`src/rtl/regfile_write_arbiter.sv`:
```
// Register-file write-port arbiter: pipeline writeback first, buffered MDU/load results round-robin, starvation stall.
// Define REGARB_SCOREBOARD_EN to drive o_pend_mask from buffered destinations; otherwise it is tied to 0.
module regfile_write_arbiter #(
  parameter int QDEPTH       = 2,
  parameter int STARVE_LIMIT = 4
) (
  input  logic        i_clk,
  input  logic        i_rst,
  input  logic        i_wb_valid,
  input  logic [4:0]  i_wb_reg,
  input  logic [3:0]  i_wb_be,
  input  logic [31:0] i_wb_data,
  input  logic        i_mdu_valid,
  output logic        o_mdu_ready,
  input  logic [4:0]  i_mdu_reg,
  input  logic [31:0] i_mdu_data,
  input  logic        i_ld_valid,
  output logic        o_ld_ready,
  input  logic [4:0]  i_ld_reg,
  input  logic [3:0]  i_ld_be,
  input  logic [31:0] i_ld_data,
  output logic [3:0]  o_rf_write,
  output logic [4:0]  o_rf_reg,
  output logic [31:0] o_rf_data,
  output logic        o_stall_req,
  output logic [31:0] o_pend_mask
);
  localparam int            AW    = (QDEPTH > 1) ? $clog2(QDEPTH) : 1;
  localparam int            CW    = AW + 1;
  localparam logic [CW-1:0] DEPTH = CW'(QDEPTH);
  localparam logic [3:0]    LIMIT = 4'(STARVE_LIMIT);
  localparam int            MDU   = 0;
  localparam int            LD    = 1;

  typedef struct packed {
    logic [4:0]  rg;
    logic [3:0]  be;
    logic [31:0] dat;
  } wr_t;

  wr_t           r_mem [2][QDEPTH];
  logic [AW-1:0] r_rd_ptr [2];
  logic [AW-1:0] r_wr_ptr [2];
  logic [CW-1:0] r_count [2];
  logic [3:0]    r_starve [2];
  logic          r_rr_last;
  logic [3:0]    r_rf_write;
  logic [4:0]    r_rf_reg;
  logic [31:0]   r_rf_data;
  logic          r_stall;

  wr_t        w_in [2];
  wr_t        w_head [2];
  wr_t        w_win;
  logic [1:0] w_valid;
  logic [1:0] w_ready;
  logic [1:0] w_push;
  logic [1:0] w_head_vld;
  logic [1:0] w_grant;
  logic       w_wb_act;
  logic [3:0] w_starve_nxt [2];
  logic [31:0] w_pend;

  assign w_in[MDU] = '{rg: i_mdu_reg, be: 4'hF,    dat: i_mdu_data};
  assign w_in[LD]  = '{rg: i_ld_reg,  be: i_ld_be, dat: i_ld_data};
  assign w_valid   = {i_ld_valid, i_mdu_valid};
  assign w_wb_act  = i_wb_valid && (i_wb_reg != 5'd0) && (i_wb_be != 4'd0);

  // Writes to r0 or with no byte lanes are handshaken but dropped here.
  always_comb begin
    for (int s = 0; s < 2; s++) begin
      w_ready[s]    = r_count[s] < DEPTH;
      w_head_vld[s] = r_count[s] != '0;
      w_head[s]     = r_mem[s][r_rd_ptr[s]];
      w_push[s]     = w_valid[s] && w_ready[s] && (w_in[s].rg != 5'd0) && (w_in[s].be != 4'd0);
    end
  end

  // r_rr_last = 1 means LD was granted last, so MDU wins a tie.
  always_comb begin
    w_grant = 2'b00;
    if (!w_wb_act) begin
      if (&w_head_vld) w_grant = r_rr_last ? 2'b01 : 2'b10;
      else             w_grant = w_head_vld;
    end
  end

  always_comb begin
    w_win = w_grant[MDU] ? w_head[MDU] : w_head[LD];
    if (w_wb_act) w_win = '{rg: i_wb_reg, be: i_wb_be, dat: i_wb_data};
  end

  always_comb begin
    for (int s = 0; s < 2; s++) begin
      w_starve_nxt[s] = 4'd0;
      if (w_head_vld[s] && !w_grant[s])
        w_starve_nxt[s] = (r_starve[s] == LIMIT) ? LIMIT : r_starve[s] + 4'd1;
    end
  end

  always_ff @(posedge i_clk or posedge i_rst) begin
    if (i_rst) begin
      for (int s = 0; s < 2; s++) begin
        r_rd_ptr[s] <= '0;
        r_wr_ptr[s] <= '0;
        r_count[s]  <= '0;
        r_starve[s] <= '0;
      end
      r_rr_last  <= 1'b1;
      r_rf_write <= '0;
      r_rf_reg   <= '0;
      r_rf_data  <= '0;
      r_stall    <= 1'b0;
    end else begin
      for (int s = 0; s < 2; s++) begin
        if (w_push[s])  r_wr_ptr[s] <= r_wr_ptr[s] + AW'(1);
        if (w_grant[s]) r_rd_ptr[s] <= r_rd_ptr[s] + AW'(1);
        r_count[s]  <= r_count[s] + CW'(w_push[s]) - CW'(w_grant[s]);
        r_starve[s] <= w_starve_nxt[s];
      end
      if (|w_grant) r_rr_last <= w_grant[LD];
      r_stall    <= (w_starve_nxt[MDU] == LIMIT) || (w_starve_nxt[LD] == LIMIT);
      r_rf_write <= '0;
      if (w_wb_act || (|w_grant)) begin
        r_rf_write <= w_win.be;
        r_rf_reg   <= w_win.rg;
        r_rf_data  <= w_win.dat;
      end
    end
  end

  // Storage carries no reset; occupancy is tracked solely by r_count.
  always_ff @(posedge i_clk) begin
    for (int s = 0; s < 2; s++)
      if (w_push[s]) r_mem[s][r_wr_ptr[s]] <= w_in[s];
  end

`ifdef REGARB_SCOREBOARD_EN
  logic [AW-1:0] w_off;

  always_comb begin
    w_pend = '0;
    w_off  = '0;
    for (int s = 0; s < 2; s++) begin
      for (int e = 0; e < QDEPTH; e++) begin
        w_off = AW'(e) - r_rd_ptr[s];
        if ({1'b0, w_off} < r_count[s]) w_pend[r_mem[s][e].rg] = 1'b1;
      end
    end
  end
`else
  assign w_pend = '0;
`endif

  assign o_mdu_ready = w_ready[MDU];
  assign o_ld_ready  = w_ready[LD];
  assign o_rf_write  = r_rf_write;
  assign o_rf_reg    = r_rf_reg;
  assign o_rf_data   = r_rf_data;
  assign o_stall_req = r_stall;
  assign o_pend_mask = w_pend;
endmodule

```
`config.mk`:
```
export PLATFORM = sky130hd
export DESIGN_NAME = regfile_write_arbiter
export DESIGN_NICKNAME = d
export VERILOG_FILES = /design/src/rtl/regfile_write_arbiter.sv
export SDC_FILE = /design/constraint.sdc
export NUM_CORES = 1
export LEC_CHECK = 0
export CORE_MARGIN = 1
export CORE_UTILIZATION = 51
export CTS_CLUSTER_SIZE = 16
export DETAILED_ROUTE_END_ITERATION = 10
export PLACE_DENSITY = 0.8
export REMOVE_ABC_BUFFERS = 1
export SLEW_MARGIN = 20
export SYNTH_ARGS = -nofsm -noshare
export SYNTH_HDL_FRONTEND = slang
export SYNTH_SLANG_ARGS = --single-unit
export TNS_END_PERCENT = 1
```
`constraint.sdc`:
```
create_clock -name i_clk -period 4.68 [get_ports i_clk]
set_clock_uncertainty 0.2 [all_clocks]
set_input_delay 0.936 -clock i_clk [delete_from_list [all_inputs] [get_ports i_clk]]
set_output_delay 0.936 -clock i_clk [all_outputs]
set_load 0.02 [all_outputs]
```
Word level (Yosys, flattened, before mapping). Memories as Yosys holds them, arrays and structs flattened. Index checks and enable logic that the tools add are counted.

Register bits after elaboration: 59. Logic and storage cells: 88. Output and inout bits: 76. Memory bits (read-only): 0. Bits in latches: 0. Bits in writable memories: 164. Input bits: 124. Memories kept: 1.

Memory list: r_mem (depth 2, bits a word 82, read ports 2, clocked after Yosys merged registers in 0, wr ports 2, RTL line 41) `wr_t r_mem [2][QDEPTH];`.

Mux-type cells: 24. $mul: 0. Reductions and logical operators: 24. Bitwise gates (word level): 4. Add/sub/neg operators: 10. Equal/unequal tests: 4. Div/mod/pow operators: 0. Magnitude comparators: 8. Shift operators: 0.

Operators by type and width (count): two-way mux 41 bit (10); two-way mux 82 bit (2); demux 41 bit (select 1 bit) (2); two-way mux 4 bit (5); == test 4 x 3 -> 1 bit, second input constant (4); nonzero test 5 bit (3); logical AND 1 bit (11); adder 4 x 1 -> 4 bit, second input constant (2); >= comparator 2 bit, second input constant (4); inverter 1 -> 2 bit (4); nonzero test 4 bit (2); two-way mux 2 bit (3); adder 1 bit, second input constant (4); adder 2 x 1 -> 2 bit (2); less-than comparator 2 x 1 -> 1 bit, second input constant (2); less-than comparator 2 bit, second input constant (2); nonzero test 2 bit (2); subtractor 2 x 1 -> 2 bit (2); logical NOT 1 bit (2); logical OR 1 bit (2); two-way mux 1 bit (2); AND reduction 2 bit (1); OR reduction 2 bit (1).

Depth between registers and ports, before layout. Gate-level depths: netlist (run 1).

Word-level depth: 9. Mapped depth: 9. Depth with buffers taken out: 8.

Worst setup path after synthesis (run 1). OpenSTA, ideal clock, no wires.

Path type: input -> register. From: in i_ld_be[0]. To: mem r_mem[0][100] (netlist bit), enable pin. Setup slack: 1.036 ns. Stages on the path: 3. Arrival: 3.005 ns. Path through: or4_1 o2111ai_1 nor2_1.

RTL lines: start: declaration (RTL line 20) `input logic [3:0] i_ld_be,`; end: declaration (RTL line 41).

Worst setup path after layout (run 1).
From: in i_ld_reg[0]. To: reg r_count[1] (netlist bit).

Cells in the longest elaborated chain, start to end: 5.

Ends and longest elaborated chain: start: declaration (RTL line 19) `input logic [4:0] i_ld_reg,`; nonzero test 5 bit (RTL line 75) `w_push[s] = w_valid[s] && w_ready[s] && (w_in[s].rg != 5'd0) && (w_in[s].be != 4'd0);`; logical AND 1 bit (2 in series) (RTL line 75); adder 2 x 1 -> 2 bit (RTL line 118) `r_count[s] <= r_count[s] + CW'(w_push[s]) - CW'(w_grant[s]);`; subtractor 2 x 1 -> 2 bit (RTL line 118); end signal: indexed assignment (RTL line 118); end: declaration (RTL line 44) `logic [CW-1:0] r_count [2];`.

Every way passes these cells. A chain may end at the register's enable or synchronous reset.

==> results.md, run 1 <==
- Status: completed
- Max-cap viol count: 0
- DIE AREA: 0.0187 mm^2
- Number of buffers created by CTS: 22
- WHS Path Cells: 1
- Max Fclk: 305 MHz
- Vias in the first global route: 5893
- Post-CTS setup buffer count: 0
- Drt via density: 5.47
- PortBufs: 167
- Area delta synth->final: 27.7%
- Final WL: 20.6 mm
- R2R setup slack: 2080 ps
- Async SR Flop Fraction: 26.5%
- Hold EP: r_mem[0][75]$_DFF_P_
- Most frequent cell after synthesis: edfxtp_1
- DR pass1 iterations: 5
- Die Y: 137 um
- CTS tree: built
- Seq/Total Area, Yosys: 68.1%
- Clk sinks: 223
- Io pins: 200
- Library cells used by synthesis: 46
- Data required, critical path: 4890 ps
- Mapped cell area: 0.00928 mm^2
- Final period util: 70.0%
- Setup_tns: 0 ps
- Final cell count without fillers: 1032
- Relative slew slack: 41.2%
- Detailed Route Iter0 Violations: 343
- Most frequent cells after synthesis: 156 x edfxtp_1, 88 x mux2i_1, 58 x dfrtp_1
- Largest net degree at the start of global routing: 40
- Root buffer cell: clkbuf_16
- Wire length per cell: 20.0 um
- Worst skew pair latency: 490 ps
- Initial core utilization: 52.9%
- R2R depth: 5
- Initial antenna violation count: 1
- Prevailing post-synth register cell: edfxtp_1
- WS Path Type: input pin to flop
- Max Buffers Root-to-Sink: 3
- Final GP Congestion: 0.780
- Aggregate global routing overflow: 0
- Slew Viols, Final: 0
- Setup-failing EPs final: 0
- Post-CTS Hold Fix Bufs: 0
- Yosys top cell area share: 50.5%
- Fin crit period: 3280 ps
- # rows: 48
- Placed wire-length estimate: 14.1 mm
- Worst R2R End: o_rf_data[14]$_DFFE_PP0P_
- HP Class: flop to flop
- Clock-pin slew on the worst setup and hold paths: 60 ps
- Placed insts: 992
- # DRC: 0
- Final net count: 923
- Final hold viol count: 0
- Hold Path Origin: r_mem[0][75]$_DFF_P_
- P_leak: 4.50 nW
- Vias: 5644
- Total GRT Usage: 22.6%
- Mapped Cells: 622
- Crit path max fanout: 4
- Post-synth EDFFs: 156
- Die W: 137 um
- YS warnings: 0
- Share of layout cells above drive strength 1: 12.9%
- Dominant cell type by area after synthesis: edfxtp_1
- Global-route wire length before repair: 31.5 mm
- H-tree depth: 1
- CTS resizes: 0
- RSZ-0062 raised after global routing: no
- Core area: 0.0175 mm^2
- Seq cells post-synth: 223
- Peak supply drop: 0.000312 V
- CP startpoint kind: input pin
- Antenna viol nets, final: 0
- Antenna cell count: 0
- Setup crit end kind: flop
- Pwr Density: 601 mW/mm^2
- Reg2reg start: r_count[1]$_DFF_PP0_
- Main area contributors after synthesis: edfxtp_1 50%, dfrtp_1 16%, mux2i_1 9.5%, mux2_2 4.5%, buf_4 2.8%
- Max reg flops: 164
- Slew @ Worst Pin: 881 ps
- Syn avg cell area: 14.9 um^2
- Filler cell count: 1187
- Critical Path AT: 3490 ps
-- per-stage QoR --
stage / worst slack, ps / area, um^2 / util (%) / hold WS [ps] / power, mW
finish: 1400 / 11800 / 67.6 / 244 / 7.13
global route: 1290 / 11800 / 67.6 / 265 / 7.44
CTS: 1420 / 11800 / 67.6 / 246 / 7.17
detailed placement: 909 / 11100 / 63.3 / 233 / 5.39
global placement: 1060 / 11100 / 63.0 / 229 / 5.27
floorplan: 1040 / 8980 / - / 211 / 4.44
-- power breakdown --
group	switching (mW)	leakage, nW	internal, mW
combinational	1.28	1.94	1.16
clock	0.710	0.361	1.07
sequential	0.286	2.20	2.62
-- worst max-delay path, stage by stage --
cell	delay, ps
clkdlybuf4s50_1	450
or4_1	610
o2111ai_1	620
ha_1	360
inv_1	60
ha_1	160
xnor2_1	150
xnor2_1	140
-- cells in the final DEF (no fill, tap or decap), types with 3 or more instances in the layout --
cell	count
clkdlybuf4s50_1	167
edfxtp_1	156
mux2i_1	88
dfrtp_1	56
nor2_1	39
mux2_2	37
conb_1	32
a21oi_1	28
o22ai_1	27
clkbuf_16	23
nand3_1	13
inv_1	13
o211ai_1	11
nand2_1	10
buf_4	9
ha_1	8
dfxtp_1	8
nand2b_1	7
xnor2_1	7
o21ai_0	4
a22o_1	4
or2_2	4
clkbuf_8	4
or4_1	3
nor2_4	3
clkbuf_1	3
clkinv_1	3
clkinv_2	3
-- cell type report --
cell class	instances	area (um^2)	share of cell area (%)
timing repair buffer	178	1790	15.1
inverter	15	56.3	0.475
multi-input combinational	351	2650	22.4
clock inverter	10	101	0.855
sequential	223	6320	53.4
tap	225	282	2.38
clock buffer	30	642	5.42
-- layer usage --
layer	part of all wire (%)	vias up	routed length [um]	global-route usage, %
met5	0	-	0	0
met4	1.4	0	284	5.56
met3	9.4	30	1930	6.19
met2	50	268	10300	39.7
met1	39	2750	8070	27.6
li1	-	2596	-	-
-- worst max path at each step --
| stage | endpoint | slack, ps | cells past startpoint | startpoint |
|---|---|---|---|---|
| floorplan | r_mem[0][100]$_DFFE_PP_ | 1040 | 3 | i_ld_be[0] |
| global placement | r_count[1]$_DFF_PP0_ | 1060 | 8 | i_ld_reg[0] |
| detailed placement | r_count[1]$_DFF_PP0_ | 910 | 8 | i_ld_reg[0] |
| CTS | r_count[1]$_DFF_PP0_ | 1420 | 8 | i_ld_reg[0] |
| global route | r_count[1]$_DFF_PP0_ | 1290 | 8 | i_ld_reg[0] |
| finish | r_count[1]$_DFF_PP0_ | 1400 | 8 | i_ld_reg[0] |
-- cells by family after synthesis --
logic type | after synthesis | synth area share (%)
AND/OR/NAND/NOR | 89 | 4.69
other | 1 | 0.0404
buffers and inverters | 79 | 5.11
AO/OA/AOI/OAI | 88 | 6.11
adder cells (fa/ha/maj) | 8 | 1.08
multiplexers | 125 | 14.0
XOR/XNOR | 9 | 0.850
flip-flops | 223 | 68.1
No activity file was read; power rests on OpenSTA's default activity.
==> inputs of run 2 (changes only) <==
- clock period: 4.68 -> 3.1 ns (I/O delays scaled with it)
==> run 2 against run 1 <==
Cell count up 1.6%. Worst setup slack lost 880 ps. Core utilization up 0.98 points. Largest cell class unchanged.
==> results.md, run 2 (synthesis results as in run 1) <==
- Placed wire-length estimate: 14.2 mm (was 14.1 mm)
- WL met2: 10.7 mm (was 10.3 mm)
- Final net count: 937 (was 923)
- Clock-pin slew on the worst setup and hold paths: 60 ps (about the same)
- Post-CTS Hold Fix Bufs: 0 (unchanged)
- Fin crit period: 2580 ps
- Die Y: 137 um (unchanged)
- Max-cap viol count: 0 (unchanged)
- Most frequent cells in the layout: 167 x clkdlybuf4s50_1, 156 x edfxtp_1, 88 x mux2i_1, 56 x dfrtp_1, 39 x nor2_1 (unchanged)
- WS Path Type: input pin to flop (unchanged)
- CTS tree: built (unchanged)
- RSZ-0062 raised after global routing: no (unchanged)
- Uppermost layer routed: met4 (unchanged)
- Final GP Congestion: 0.808 (was 0.780)
- Crit path max fanout: 4 (unchanged)
- Global-route wire length before repair: 31.7 mm (was 31.5 mm)
- Max reg flops: 164 (unchanged)
- Post-CTS setup buffer count: 0 (unchanged)
- Io pins: 200 (unchanged)
- Worst skew pair latency: 490 ps (about the same)
- Data required, critical path: 3320 ps (was 4890 ps)
- Slew @ Worst Pin: 610 ps (was 881 ps)
- Status: completed (unchanged)
- Met3 routed wirelength: 1.69 mm (was 1.93 mm)
- Sequential cell area: 0.00632 mm^2 (unchanged)
- Share of layout cells above drive strength 1: 14.6% (was 12.9%)
- Placed insts: 1005 (was 992)
- Relative slew slack: 59.3% (was 41.2%)
- Total GRT Usage: 23.0% (was 22.6%)
- Setup-failing EPs final: 0 (unchanged)
- Vias in the first global route: 5788 (was 5893)
- Largest net degree at the start of global routing: 40 (unchanged)
- Final hold viol count: 0 (unchanged)
- Final core utilization: 68.5% (was 67.6%)
- DR pass1 iterations: 4 (was 5)
- Antenna viol nets, final: 0 (unchanged)
- Commonest non-fill, non-tap cell in the layout: clkdlybuf4s50_1 (unchanged)
- Max Fclk: 388 MHz
- H-tree depth: 1 (unchanged)
- CTS resizes: 0 (unchanged)
- Initial core utilization: 52.9% (unchanged)
- Peak supply drop: 0.000556 V (was 0.000312 V)
- Wire length on met1: 8.33 mm (was 8.07 mm)
- Detailed Route Iter0 Violations: 340 (was 343)
- PortBufs: 167 (unchanged)
- Pwr Density: 914 mW/mm^2 (was 601 mW/mm^2)
- Initial antenna violation count: 3 (was 1)
- Number of buffers created by CTS: 23 (was 22)
- Final WL: 21.1 mm (was 20.6 mm)
- Final cell count without fillers: 1048 (was 1032)
- Die W: 137 um (unchanged)
- # DRC: 0 (unchanged)
- Setup crit end kind: flop (unchanged)
- Critical Path AT: 2800 ps (was 3490 ps)
- Footprint of the multi-input gates: 0.00265 mm^2 (unchanged)
- Wire length per cell: 20.1 um (was 20.0 um)
- Vias: 5705 (was 5644)
- Core area: 0.0175 mm^2 (unchanged)
- Filler cell count: 1182 (was 1187)
- Root buffer cell: clkbuf_16 (unchanged)
- Aggregate global routing overflow: 0 (unchanged)
- DIE AREA: 0.0187 mm^2 (unchanged)
- Area delta synth->final: 29.5% (was 27.7%)
- HP Class: flop to flop (unchanged)
- Max Buffers Root-to-Sink: 3 (unchanged)
- CP startpoint kind: input pin (unchanged)
- Clk sinks: 223 (unchanged)
- # rows: 48 (unchanged)
- Final period util: 83.2%
- Slew Viols, Final: 0 (unchanged)
- Drt via density: 5.44 (was 5.47)
- P_leak: 4.60 nW (was 4.50 nW)
[run 2: changes by cell type in the layout (fill, tap and decap cells not counted)]
| cell | previous run | this run |
|---|---|---|
| buf_4 | 9 | 17 |
| buf_12 | 0 | 7 |
| clkinv_2 | 3 | 7 |
| clkinv_1 | 3 | 0 |
| buf_16 | 2 | 0 |
| diode_2 | 0 | 2 |
| bufinv_16 | 2 | 3 |
| clkbuf_1 | 3 | 4 |
| clkbuf_8 | 4 | 3 |
| clkinvlp_4 | 2 | 1 |
[run 2: routing by layer]
metal | up-vias | track usage [%]
met2 | 239 | 40.3
met5 | - | 0
met1 | 2820 | 28.9
met3 | 32 | 4.96
met4 | 0 | 6.35
li1 | 2614 | -
[run 2: through the flow]
step           hold slack (ps)  worst slack, ps  power (mW)  cell area [um^2]  setup TNS, ps
6_report                   253              522        11.0             12000              0
5_1_grt                    263              408        11.5             12000              0
3_5_place_dp               235            -6.79        8.28             11300          -6.79
3_3_place_gp               222             64.4        8.13             11300              0
4_1_cts                    253              509        11.1             12000              0
2_1_floorplan              211             -425        6.70              8980         -36460
[run 2: worst paths after layout]
check	startpoint	end	slack (ps)	depth (start not counted)
min reg2reg	r_mem[0][74]$_DFF_P_	r_mem[0][74]$_DFF_P_	250	1
max in group asynchronous	i_rst	r_rr_last$_DFFE_PP1P_	1690	3
max reg2reg	r_count[1]$_DFF_PP0_	o_rf_data[10]$_DFFE_PP0P_	740	5
min in group asynchronous	i_rst	r_starve[4]$_DFF_PP0_	330	2
min	r_mem[0][74]$_DFF_P_	r_mem[0][74]$_DFF_P_	250	1
max	i_wb_reg[0]	r_count[1]$_DFF_PP0_	520	9
[run 2: area by class of cell]
| type | instances | share of cell area [%] |
|---|---|---|
| inverters | 15 | 0.468 |
| well taps | 225 | 2.34 |
| diodes | 2 | 0.0416 |
| repair buffers | 191 | 16.1 |
| multi-input cells | 351 | 22.0 |
| clock inverters | 11 | 1.10 |
| flip-flops and latches | 223 | 52.6 |
| clock buffers | 30 | 5.26 |
[run 2: worst max-delay path, stage by stage]
cell	delay [ps]
clkdlybuf4s50_1	420
or4_4	570
o21a_2	260
nor3_4	180
ha_1	250
inv_1	70
ha_1	160
xnor2_1	140
xnor2_1	140
[run 2: where the power goes]
part           switching (mW)  internal (mW)  total [mW]
sequential              0.474           3.96        4.43
clock                    1.08           1.68        2.77
combinational            1.95           1.84        3.79
total                    3.51           7.48        11.0
